[config.mk]
export PLATFORM = sky130hd
export DESIGN_NAME = fetch_unit_flat
export DESIGN_NICKNAME = d
export VERILOG_FILES = /design/src/rtl/fetch_unit_pkg.sv /design/src/rtl/fetch_unit_if.sv /design/src/rtl/fetch_unit_npc.sv /design/src/rtl/fetch_unit.sv /design/src/flat_wrapper.sv
export SDC_FILE = /design/constraint.sdc
export NUM_CORES = 1
export LEC_CHECK = 0
export ABC_CLOCK_PERIOD_IN_PS = 5800
export CORE_UTILIZATION = 44
export DETAILED_ROUTE_END_ITERATION = 8
export MAX_ROUTING_LAYER = met4
export PLACE_DENSITY = 0.74
export SLEW_MARGIN = 20
export SYNTH_ARGS = -nofsm -noshare
export SYNTH_HDL_FRONTEND = slang
export SYNTH_SLANG_ARGS = --single-unit
[constraint.sdc]
create_clock -name clk -period 5.8 [get_ports clk]
set_input_delay 1.45 -clock clk [delete_from_list [all_inputs] [get_ports clk]]
set_output_delay 1.45 -clock clk [all_outputs]
set_load 0.02 [all_outputs]
[src/rtl/fetch_unit_pkg.sv]
// fetch_unit_pkg: next-PC select encodings and fetch reset constants shared with the decoder
package fetch_unit_pkg;
  typedef enum logic [1:0] {
    PC_4   = 2'd0,
    PC_J   = 2'd1,
    PC_JR  = 2'd2,
    PC_BEQ = 2'd3
  } npc_sel_e;
  localparam logic [31:0] RESET_PC  = 32'h0000_3000;
  localparam logic [31:0] NOP_INSTR = 32'h0000_0000;
endpackage

[src/rtl/fetch_unit_if.sv]
// fetch_unit_if: instruction-memory bus between fetch stage and instruction memory
interface fetch_unit_if;
  logic [31:0] addr;
  logic [31:0] rdata;
  modport master(output addr, input rdata);
  modport slave(input addr, output rdata);
endinterface

[src/rtl/fetch_unit_npc.sv]
// fetch_unit_npc: combinational redirect decision and target for the instruction in ID
module fetch_unit_npc
  import fetch_unit_pkg::*;
(
  input  logic [1:0]  s_npc,
  input  logic [31:0] pc4,
  input  logic [31:0] instr,
  input  logic [31:0] rs_data,
  input  logic [31:0] rt_data,
  input  logic        valid,
  input  logic        stall,
  output logic        taken,
  output logic [31:0] target
);
  always_comb begin
    taken  = valid && !stall && (s_npc == PC_J || s_npc == PC_JR || (s_npc == PC_BEQ && rs_data == rt_data));
    target = s_npc == PC_J  ? {pc4[31:28], instr[25:0], 2'b00} :
             s_npc == PC_JR ? rs_data :
                              pc4 + {{14{instr[15]}}, instr[15:0], 2'b00};
  end
endmodule

[src/rtl/fetch_unit.sv]
// fetch_unit: PC register, IF/ID pipeline register and one-bubble redirect handling
module fetch_unit
  import fetch_unit_pkg::*;
(
  input  logic         clk,
  input  logic         reset,
  input  logic         stall,
  fetch_unit_if.master imem,
  input  logic [1:0]   id_s_npc,
  input  logic [31:0]  id_rs_data,
  input  logic [31:0]  id_rt_data,
  output logic [31:0]  if_id_instr,
  output logic [31:0]  if_id_pc,
  output logic [31:0]  if_id_pc4,
  output logic         if_id_valid,
  output logic         flush,
  output logic [31:0]  redirect_cnt
);
  logic [31:0] pc;
  logic [31:0] target;
  logic        taken;
  fetch_unit_npc u_npc (
    .s_npc   (id_s_npc),
    .pc4     (if_id_pc4),
    .instr   (if_id_instr),
    .rs_data (id_rs_data),
    .rt_data (id_rt_data),
    .valid   (if_id_valid),
    .stall   (stall),
    .taken   (taken),
    .target  (target)
  );
  assign imem.addr = pc;
  assign flush     = taken;
  always_ff @(posedge clk) begin
    if (reset) begin
      pc           <= RESET_PC;
      if_id_instr  <= NOP_INSTR;
      if_id_pc     <= '0;
      if_id_pc4    <= '0;
      if_id_valid  <= 1'b0;
      redirect_cnt <= '0;
    end else if (!stall) begin
      if (taken) begin
        pc           <= target;
        if_id_instr  <= NOP_INSTR;
        if_id_pc     <= '0;
        if_id_pc4    <= '0;
        if_id_valid  <= 1'b0;
        redirect_cnt <= redirect_cnt + 32'd1;
      end else begin
        pc           <= pc + 32'd4;
        if_id_instr  <= imem.rdata;
        if_id_pc     <= pc;
        if_id_pc4    <= pc + 32'd4;
        if_id_valid  <= 1'b1;
      end
    end
  end
endmodule
[src/flat_wrapper.sv]
// flat-port wrapper written by rule: the top's interface ports become plain ports
module fetch_unit_flat import fetch_unit_pkg::*;
  (clk, reset, stall, id_s_npc, id_rs_data, id_rt_data, if_id_instr, if_id_pc, if_id_pc4, if_id_valid, flush, redirect_cnt, imem_addr, imem_rdata);
  fetch_unit_if imem_i ();
  input  logic clk;
  input  logic reset;
  input  logic stall;
  input  logic [1:0] id_s_npc;
  input  logic [31:0] id_rs_data;
  input  logic [31:0] id_rt_data;
  output logic [31:0] if_id_instr;
  output logic [31:0] if_id_pc;
  output logic [31:0] if_id_pc4;
  output logic if_id_valid;
  output logic flush;
  output logic [31:0] redirect_cnt;
  output wire logic [$bits(imem_i.addr)-1:0] imem_addr;
  input wire logic [$bits(imem_i.rdata)-1:0] imem_rdata;
  assign imem_addr = imem_i.addr;
  assign imem_i.rdata = imem_rdata;
  fetch_unit u_core (.clk(clk), .reset(reset), .stall(stall), .imem(imem_i), .id_s_npc(id_s_npc), .id_rs_data(id_rs_data), .id_rt_data(id_rt_data), .if_id_instr(if_id_instr), .if_id_pc(if_id_pc), .if_id_pc4(if_id_pc4), .if_id_valid(if_id_valid), .flush(flush), .redirect_cnt(redirect_cnt));
endmodule
### Yosys cells after proc, flatten, opt, wreduce, memory -nomap -nowiden

Index checks and enable logic that the tools add are counted.

* register bits after elaboration: 161
* input port bits: 101
* output and inout port bits: 162
* word-level logic and storage cells: 28

* add/subtract/negate cells: 3
* eq/ne operators: 4
* mux-type cells: 7
* bitwise logic cells: 1
* reductions and logical operators: 7

Operators with widths (number)
* 32-bit 2-to-1 mux: 6
* 32-bit by 1-bit adder with 32-bit output (second input constant): 1
* 32-bit by 3-bit adder with 32-bit output (second input constant): 1
* 32-bit adder: 1
* 32-bit == test: 1
* 2-bit == test (second input constant): 2
* 1-bit logical AND: 3
* 2-bit by 1-bit == test with 1-bit output (second input constant): 1
* 1-bit logical OR: 2
* 2-bit AND reduction: 1
* 1-bit logical NOT: 1
* 1-bit 2-to-1 mux: 1
* 1-bit inverter: 1

### Depth between registers and ports, before layout

Gate-level depths: netlist (run 1).

* depth in word-level cells: 5
* mapped depth: 11
* mapped depth without buffers: 10

### Cells and area by module

Synthesis (run 1) repeated with hierarchy kept, for this count alone.

* cells, all modules: 1164
* area, all modules: 9469.1 um^2

Modules (own cells, without submodules)
* fetch_unit: instances 1, cells an instance 793, area each 6896.6 um^2, seq. area each 3183.1 um^2
* fetch_unit_npc: instances 1, cells an instance 371, area each 2572.5 um^2, seq. area each 0.0 um^2

### Least setup slack after synthesis (run 1)

OpenSTA, ideal clock, no wires.

* kind: input port to output port
* start: in id_rt_data[18]
* end: out flush
* arrival: 3.014 ns
* data required time: 4.350 ns
* slack: 1.336 ns
* stages on the path: 7
* path buffers: 1
* cells stage by stage: xor2_1 > nor4_1 > nand4_1 > o31ai_1 > nand2_1 > inv_1 > buf_2

* cells in the longest elaborated chain, start to end: 4

Ends and longest elaborated chain
* start: declaration: line flat_wrapper.sv:10 `input logic [31:0] id_rt_data;`
* 32-bit == test: line fetch_unit_npc.sv:16 `taken = valid && !stall && (s_npc == PC_J || s_npc == PC_JR || (s_npc == PC_BEQ && rs_data == rt_data));`
* 1-bit logical AND: line fetch_unit_npc.sv:16
* 1-bit logical OR: line fetch_unit_npc.sv:16
* 1-bit logical AND: line fetch_unit_npc.sv:16
* end: declaration: line flat_wrapper.sv:15 `output logic flush;`

Every way passes these cells.

### Final worst setup path (run 1)

* start: in id_rs_data[3]
* end: out flush

* cells in the longest elaborated chain, start to end: 4

Ends and longest elaborated chain
* start: declaration: line flat_wrapper.sv:9 `input logic [31:0] id_rs_data;`
* 32-bit == test: line fetch_unit_npc.sv:16
* 1-bit logical AND: line fetch_unit_npc.sv:16
* 1-bit logical OR: line fetch_unit_npc.sv:16
* 1-bit logical AND: line fetch_unit_npc.sv:16

Every way passes these cells.

==> results of run 1 <==
-- cells in the mapped netlist, types with 4 or more instances --
library cell and number:
sky130_fd_sc_hd__buf_1 7, sky130_fd_sc_hd__a21oi_1 179, sky130_fd_sc_hd__mux2i_1 11, sky130_fd_sc_hd__nand4_1 24
sky130_fd_sc_hd__nor4_1 14, sky130_fd_sc_hd__dfxtp_1 159, sky130_fd_sc_hd__nand3_1 48, sky130_fd_sc_hd__inv_1 29
sky130_fd_sc_hd__a211oi_1 10, sky130_fd_sc_hd__and4_1 6, sky130_fd_sc_hd__xor2_1 63, sky130_fd_sc_hd__o31a_1 9
sky130_fd_sc_hd__nand3b_1 6, sky130_fd_sc_hd__nor3_1 45, sky130_fd_sc_hd__o211ai_1 12, sky130_fd_sc_hd__a31oi_1 9
sky130_fd_sc_hd__nand2_1 116, sky130_fd_sc_hd__o21ai_0 59, sky130_fd_sc_hd__o22ai_1 4, sky130_fd_sc_hd__nor2_1 162
sky130_fd_sc_hd__mux2_2 4, sky130_fd_sc_hd__xnor2_1 33, sky130_fd_sc_hd__a311oi_1 4, sky130_fd_sc_hd__o21bai_1 4
sky130_fd_sc_hd__clkbuf_1 85, sky130_fd_sc_hd__or2_2 4, sky130_fd_sc_hd__a221oi_1 9, sky130_fd_sc_hd__and2_1 8
sky130_fd_sc_hd__ha_1 34, sky130_fd_sc_hd__and3_1 61, sky130_fd_sc_hd__nor2b_1 6, sky130_fd_sc_hd__or3_1 14
sky130_fd_sc_hd__a21o_1 9, sky130_fd_sc_hd__o32ai_1 4, sky130_fd_sc_hd__buf_2 5, sky130_fd_sc_hd__nand2b_1 8
sky130_fd_sc_hd__o221ai_1 4, sky130_fd_sc_hd__nor3b_1 4
-- where the power goes --
group	internal, mW	switching [mW]
clock network	0.594	0.589
logic	0.206	0.275
registers	1.12	0.0446
total	1.92	0.908
-- state kept, by name, summed over array words and instances, names as in the netlist --
signal and count:
u_core.if_id_instr 32, u_core.imem.addr 32, u_core.if_id_pc 30, u_core.if_id_pc4 32, u_core.if_id_valid 1, u_core.redirect_cnt 32
-- how the worst max path moves through the flow --
stage | startpoint | to | cells past startpoint
2_1_floorplan | id_rt_data[18] | flush | 7
3_3_place_gp | id_rs_data[9] | flush | 8
3_5_place_dp | id_rs_data[3] | flush | 9
4_1_cts | id_rs_data[3] | flush | 9
5_1_grt | id_rs_data[18] | flush | 8
6_report | id_rs_data[3] | flush | 9
-- cell families after synthesis --
| group | count (synthesis) | synth area share (%) |
|---|---|---|
| compound gates | 346 | 21.14 |
| flops | 159 | 32.44 |
| fa+ha+maj | 35 | 4.540 |
| buf+inv | 130 | 5.113 |
| xor+xnor | 96 | 8.569 |
| simple gates | 536 | 26.61 |
| mux | 15 | 1.581 |
-- tightest hold or removal path, delay by kind of cell, from the launching register on --
kind             cells  cell delay, ns
AND/OR/NAND/NOR      1            0.06
AO/OA/AOI/OAI        1            0.05
flip-flops           1            0.32
-- metrics by stage --
stage / setup WS [ns] / hold WS (ns) / power, mW / instance area [µm²]
floorplan: 1.336 / 0.5407 / 1.430 / 9812
global placement: 0.3282 / 0.4546 / 1.660 / 12520
detailed placement: 0.3205 / 0.4639 / 1.664 / 12520
CTS: 0.3177 / 0.4775 / 2.835 / 13160
global route: 0.2261 / 0.4972 / 2.920 / 13160
finish: 0.2224 / 0.4728 / 2.828 / 13170
-- layout make-up --
cell class | instances | area, µm²
Timing Repair Buffer | 275 | 2731
Antenna cell | 2 | 5.005
Tap cell | 280 | 350.3
Clock buffer | 17 | 425.4
Inverter | 31 | 116.4
Clock inverter | 15 | 209.0
Sequential cell | 159 | 3183
Multi-Input combinational cell | 1028 | 6145
Fill cell | 2004 | 8658
-- routing by layer --
metal  GRT usage (%)  routed length, µm  vias up
li1                -                  -     5089
met1           37.71              14720     5003
met2           53.54              17490      454
met3           5.392               2325       89
met4           18.15               1872        0
met5               -                  0        -
-- layout by cell type (no fill, tap or decap), types with 9 or more instances in the layout --
master / Yosys / layout
sky130_fd_sc_hd__clkdlybuf4s50_1: 0 / 260
sky130_fd_sc_hd__a21oi_1: 179 / 179
sky130_fd_sc_hd__nor2_1: 162 / 162
sky130_fd_sc_hd__dfxtp_1: 159 / 159
sky130_fd_sc_hd__nand2_1: 116 / 116
sky130_fd_sc_hd__xor2_1: 63 / 63
sky130_fd_sc_hd__and3_1: 61 / 61
sky130_fd_sc_hd__o21ai_0: 59 / 59
sky130_fd_sc_hd__nand3_1: 48 / 48
sky130_fd_sc_hd__nor3_1: 45 / 45
sky130_fd_sc_hd__xnor2_1: 33 / 33
sky130_fd_sc_hd__ha_1: 34 / 33
sky130_fd_sc_hd__inv_1: 29 / 29
sky130_fd_sc_hd__nand4_1: 24 / 24
sky130_fd_sc_hd__clkbuf_16: 0 / 17
sky130_fd_sc_hd__nor4_1: 14 / 14
sky130_fd_sc_hd__or3_1: 14 / 14
sky130_fd_sc_hd__buf_4: 2 / 13
sky130_fd_sc_hd__o211ai_1: 12 / 12
sky130_fd_sc_hd__mux2i_1: 11 / 11
sky130_fd_sc_hd__a211oi_1: 10 / 10
sky130_fd_sc_hd__a21o_1: 9 / 9
sky130_fd_sc_hd__a31oi_1: 9 / 9
sky130_fd_sc_hd__a221oi_1: 9 / 9
sky130_fd_sc_hd__clkinv_8: 0 / 9
==> Flow_metrics.wiki, run 1 <==
{| class="wikitable"
! Metric !! Value
|-
| Number of different library cells in the post-synthesis netlist || 71
|-
| Worst-path cell chain || clkdlybuf4s50_1 -> xor2_1 -> nor4_1 -> buf_4 -> nand4_1 -> o31ai_4 -> nand2_1 -> inv_1 -> clkdlybuf4s50_1
|-
| F_max || 179.3 MHz
|-
| Type of destination of the critical path || output port
|-
| Setup repair after global routing missed its margin || false
|-
| Power density over cell area || around 210 mW/mm²
|-
| Sequential share of the synthesized area || between 30% and 40%
|-
| Pin count of the biggest net entering global routing || 112
|-
| Gp weighted congestion || 0.9745
|-
| Leakage dissipation || 4.861 nW
|-
| Most common cell type on the critical path || sky130_fd_sc_hd__clkdlybuf4s50_1
|-
| Worst Clk Skew || 0.01720 ns
|-
| Number of DRC markers in iteration 0 || 692
|-
| Tightest slew margin relative to the limit || 32.93%
|-
| Number of buffers added by the clock tree synthesis step || 17
|-
| DPL Wire Length || 26460 µm
|-
| Post-CTS setup repair buffer count || 0
|-
| Fin util || 60.33%
|-
| R2R Path End || u_core.imem.addr[30]
|-
| Die Area || approximately 0.023 mm²
|-
| Actual transition at the worst max-transition pin || 1.006 ns
|-
| Number of hold-slack violations in the final timing report || 0
|-
| Post_cts resized || 0
|-
| Core Footprint || roughly 0.022 mm²
|-
| Cell count of the worst hold path || 2
|-
| Wire length of the first global-routing pass || 54820 µm
|-
| Clock-pin slew reported for the worst setup and hold paths after clock tree synthesis || 0.07 ns
|-
| Result of the run || completed
|-
| Share of layout cells above drive strength 1 || 4.525%
|-
| Cell type of the slowest stage on the worst timing path || sky130_fd_sc_hd__clkdlybuf4s50_1
|-
| Global route overflow || 0
|-
| Setup TNS after final layout || 0 ns
|-
| Syn_area_per_cell || 7.450 µm²
|-
| DR WL/cell || 20.15 µm
|-
| DRC errors left || 0
|-
| Post-detailed-routing wire length || 36410 µm
|-
| Starting Density || between 40% and 50%
|-
| Dominant cells by area after synthesis || sky130_fd_sc_hd__dfxtp_1 (32%), sky130_fd_sc_hd__a21oi_1 (9.1%), sky130_fd_sc_hd__nor2_1 (6.2%), sky130_fd_sc_hd__xor2_1 (5.6%), sky130_fd_sc_hd__nand2_1 (4.4%)
|-
| Via count || about 11000
|-
| Arrival time reported for the critical path endpoint || 4.13 ns
|-
| Period utilization || between 90% and 100%
|-
| Clock sink count || 159
|-
| Async S/R FF share, synth || 0%
|-
| Maximum clock path buffer count || 2
|-
| CTS H-Tree Depth || 4
|-
| Yosys warning count || 0
|-
| Clock latency at the later pin of the worst-skew pair || 0.45 ns
|-
| First-pass iteration count of the detailed router || 7
|-
| Buffer cell driving the clock tree root || sky130_fd_sc_hd__clkbuf_16
|-
| Critical path buffers and inverters || 4
|-
| Top cell family by delay on the critical path || buffers and inverters
|-
| Horizontal die dimension || 151.3 µm
|-
| Area growth syn-to-layout || 34.17%
|-
| Most used flip-flop cell after synthesis || sky130_fd_sc_hd__dfxtp_1
|-
| Final critical path time including I/O delays and setup || approximately 5.6 ns
|-
| Top cell type's share of synthesized area || 32.44%
|-
| TritonCTS clock tree || built
|-
| Worst reg2reg startpoint || u_core.if_id_instr[15]
|-
| Number of enable-type register cells in the synthesized netlist || 0
|-
| Synthesized Nets || 1453
|-
| IO buf count || 262
|-
| Via density || between 5 and 6
|-
| Final slew viol count || 0
|-
| Largest area contributor in the netlist || sky130_fd_sc_hd__dfxtp_1
|-
| Seq cells post-synth || 159
|-
| Combined area of all synthesized cells || about 0.0098 mm²
|-
| Min-delay src || u_core.if_id_pc[29]
|-
| Vias in the first global route || 9905
|-
| Largest voltage drop on the vdd net || between 0.00015 and 0.0002 V
|-
| GRT Total Usage || 32.60%
|-
| Number of placement rows || 54
|-
| Die Ht || 151.3 µm
|-
| Highest cell delay on the worst timing path || approximately 0.6 ns
|-
| Number of cells after detailed placement || 1773
|-
| Class of the most critical setup path || primary input to output port
|-
| Worst hold path endpoint || u_core.if_id_pc[29]
|-
| Type of origin of the critical path || primary input
|-
| Instance count of the mapped netlist || 1317
|-
| I/O Pins || roughly 260
|-
| Total of endpoints with negative setup slack in the final report || 0
|-
| Data required time of the worst path || between 4 and 5 ns
|-
| Layout Nets || 1648
|-
| Cells on worst reg2reg path || 9
|-
| Initial antenna violation count || 1
|-
| Crit-path max FO || 2
|-
| Count of antenna-violating nets left after detailed routing || 0
|-
| Worst min path class || register to register
|-
| Non-filler cells in the finished layout || 1807
|-
| Hold-fix buffers, CTS || 0
|-
| Total of max-cap violations || 0
|-
| Minimum setup slack among reg-to-reg paths || approximately 2.4 ns
|}
Note: power is estimated with default switching activity, not from simulation.
==> run 2, diff against run 1 <==
--- a/config.mk
+++ b/config.mk
@@ -5,11 +5,11 @@
 export SDC_FILE = /design/constraint.sdc
 export NUM_CORES = 1
 export LEC_CHECK = 0
-export ABC_CLOCK_PERIOD_IN_PS = 5800
 export CORE_UTILIZATION = 44
 export DETAILED_ROUTE_END_ITERATION = 8
 export MAX_ROUTING_LAYER = met4
 export PLACE_DENSITY = 0.74
+export SKIP_LAST_GASP = 1
 export SLEW_MARGIN = 20
 export SYNTH_ARGS = -nofsm -noshare
 export SYNTH_HDL_FRONTEND = slang
==> results of run 2 <==
The final DEF is identical to that of run 1; final timing and power are the same.
==> run 3, diff against run 2 <==
--- a/config.mk
+++ b/config.mk
@@ -7,6 +7,7 @@
 export LEC_CHECK = 0
 export CORE_UTILIZATION = 44
 export DETAILED_ROUTE_END_ITERATION = 8
+export GPL_ROUTABILITY_DRIVEN = 0
 export MAX_ROUTING_LAYER = met4
 export PLACE_DENSITY = 0.74
 export SKIP_LAST_GASP = 1
==> run 3 against run 2 <==
  * Critical path depth down 1
  * Sequential share of layout area grew 0.058 points
  * Design area down 0.24%
  * Clock skew increased by 0.0064 ns
  * Non-clock buffer count up 2
  * Clock-buffer cell count unchanged
  * Hold slack worse by 0.0023 ns
  * Clock power about the same
  * Sequential power hardly changed
  * Flip-flop and latch count stayed put
  * Routed wire length down 0.49%
  * Fmax increased by 0.60%
==> Flow_metrics.wiki, run 3 (same netlist as run 1, synthesis figures left out) <==
{| class="wikitable"
! Metric !! Value
|-
| Result of the run || completed
|-
| M1 WL || 14760 µm (+0.22%)
|-
| Share of layout cells above drive strength 1 || 4.650% (+0.13 points)
|-
| Setup TNS after final layout || 0 ns (unchanged)
|-
| Clock-pin slew reported for the worst setup and hold paths after clock tree synthesis || 0.08 ns (about the same)
|-
| Maximum clock path buffer count || 2 (unchanged)
|-
| Routed length on met3 || 2644 µm (+14%)
|-
| Count of antenna-violating nets left after detailed routing || 0 (unchanged)
|-
| Global route overflow || 0 (unchanged)
|-
| Top layer in use || met4
|-
| WL met2 || 17010 µm (-2.8%)
|-
| Number of DRC markers in iteration 0 || 909 (+31%)
|-
| Overall power || 2.816 mW (-0.42%)
|-
| Total of endpoints with negative setup slack in the final report || 0 (unchanged)
|-
| I/O Pins || 263 (unchanged)
|-
| Largest voltage drop on the vdd net || 0.0001996 V (+19%)
|-
| Total of max-cap violations || 0 (unchanged)
|-
| Type of destination of the critical path || output port
|-
| Crit-path max FO || 2 (unchanged)
|-
| Post_cts resized || 0 (unchanged)
|-
| Clock sink count || 159 (unchanged)
|-
| Most frequent standard cell in the layout excluding fill and tap cells || sky130_fd_sc_hd__clkdlybuf4s50_1
|-
| Pin count of the biggest net entering global routing || 87 (-22%)
|-
| Power density over cell area || 214.4 mW/mm² (-0.18%)
|-
| Non-filler cells in the finished layout || 1807 (unchanged)
|-
| Antenna Diode Count || 0 (-2)
|-
| Buffer cell driving the clock tree root || sky130_fd_sc_hd__clkbuf_16
|-
| Final critical path time including I/O delays and setup || 5.544 ns (-0.03339 ns)
|-
| Final slew viol count || 0 (unchanged)
|-
| Worst min path class || register to register
|-
| Wire length of the first global-routing pass || 54830 µm (about the same)
|-
| Setup repair after global routing missed its margin || false
|-
| Horizontal die dimension || 151.3 µm (unchanged)
|-
| Most common cell type on the critical path || sky130_fd_sc_hd__clkdlybuf4s50_1
|-
| Die Area || 0.02290 mm² (unchanged)
|-
| Data required time of the worst path || 4.35 ns (about the same)
|-
| Layout Nets || 1650 (+0.12%)
|-
| Vias in the first global route || 10090 (+1.9%)
|-
| Post-CTS setup repair buffer count || 0 (unchanged)
|-
| Via density || 5.993 (+1.8%)
|-
| Period utilization || 95.59% (-0.58 points)
|-
| DRC errors left || 0 (unchanged)
|-
| Number of buffers added by the clock tree synthesis step || 17 (unchanged)
|-
| Leakage dissipation || 4.859 nW (about the same)
|-
| Type of origin of the critical path || primary input
|-
| Post-detailed-routing wire length || 36240 µm (-0.49%)
|-
| Cell type of the slowest stage on the worst timing path || sky130_fd_sc_hd__clkdlybuf4s50_1
|-
| TritonCTS clock tree || built
|-
| Initial antenna violation count || 0 (-1)
|-
| Die Ht || 151.3 µm (unchanged)
|-
| Critical path buffers and inverters || 3 (-1)
|-
| Hold-fix buffers, CTS || 0 (unchanged)
|-
| Number of placement rows || 54 (unchanged)
|-
| Starting Density || 44.96% (unchanged)
|-
| Worst Clk Skew || 0.02359 ns (+0.006383 ns)
|-
| Setup Slack @ Placement || 0.2930 ns (-0.02741 ns)
|-
| Actual transition at the worst max-transition pin || 0.9710 ns (-0.03496 ns)
|-
| Number of hold-slack violations in the final timing report || 0 (unchanged)
|-
| Most frequent cells in the layout || sky130_fd_sc_hd__clkdlybuf4s50_1 (260), sky130_fd_sc_hd__a21oi_1 (179), sky130_fd_sc_hd__nor2_1 (162)
|-
| Highest cell delay on the worst timing path || 0.60 ns (about the same)
|-
| Area growth syn-to-layout || 33.86%
|-
| Top cell family by delay on the critical path || buffers and inverters
|-
| DPL Wire Length || 25970 µm (-1.8%)
|-
| Tightest slew margin relative to the limit || 35.26% (+2.3 points)
|-
| IO buf count || 262 (unchanged)
|-
| F_max || 180.4 MHz (+0.60%)
|-
| Class of the most critical setup path || primary input to output port
|-
| First-pass iteration count of the detailed router || 8 (+1)
|-
| Number of cells after detailed placement || 1775 (+0.11%)
|-
| Core Footprint || 0.02182 mm² (unchanged)
|-
| GRT Total Usage || 32.38% (-0.22 points)
|-
| CTS H-Tree Depth || 4 (unchanged)
|-
| Final worst-path setup slack || 0.2558 ns (+0.03339 ns)
|-
| Clock latency at the later pin of the worst-skew pair || 0.46 ns (about the same)
|-
| Worst-path cell chain || clkdlybuf4s50_1 -> xor2_1 -> nor4_1 -> nand4_1 -> o31ai_4 -> nand2_1 -> inv_1 -> clkdlybuf4s50_1
|-
| Arrival time reported for the critical path endpoint || 4.09 ns (-0.04 ns)
|-
| DR WL/cell || 20.05 µm (-0.49%)
|-
| Via count || 10829 (+1.8%)
|}
run 3: cell count changes in the layout (fill, tap and decap cells not counted), sizes merged:
cell and delta:
buf +2, clkinv -2, diode -2, inv +2
run 3: path summary, 6_finish.rpt:
path,from,end,slack [ns],depth (start not counted)
setup / recovery,id_rs_data[18],flush,0.26,8
hold / removal,u_core.if_id_pc[26],u_core.if_id_pc[26],0.47,2
setup reg to reg,u_core.if_id_instr[15],u_core.imem.addr[30],2.40,9
hold reg to reg,u_core.if_id_pc[26],u_core.if_id_pc[26],0.47,2
run 3: where the power goes:
part           internal [mW]  total, mW  switching (mW)  leakage (nW)
combinational          0.205      0.481           0.275          3.27
sequential              1.12       1.16          0.0446          1.29
clock                  0.586       1.17           0.586         0.296
total                   1.91       2.82           0.906          4.86
run 3: tightest hold or removal path: cells and delay by family (launching register included):
family	cells	cell delay (ns)
AO/OA/AOI/OAI	1	0.05
AND/OR/NAND/NOR	1	0.06
flip-flops	1	0.32
run 3: per-layer routing:
layer,GRT usage (%),vias to the layer above
met2,52.19,528
met1,38.25,5109
met5,-,-
met3,5.482,112
met4,17.80,0
li1,-,5080
run 3: cell type report:
class                   count  area, µm²
well taps                 280      350.3
clock buffers              17      425.4
multi-input cells        1028       6145
repair buffers            277       2730
fillers                  2047       8690
flip-flops and latches    159       3183
inverters                  31      116.4
clock inverters            15      183.9
run 3: per-stage QoR:
| step | util, % | hold slack, ns | cell area (µm²) |
|---|---|---|---|
| floorplan | - | 0.5407 | 9812 |
| global placement | 57.39 | 0.4495 | 12520 |
| CTS | 60.18 | 0.4735 | 13130 |
| detailed placement | 57.39 | 0.4570 | 12520 |
| finish | 60.18 | 0.4706 | 13130 |
| global route | 60.18 | 0.5136 | 13130 |
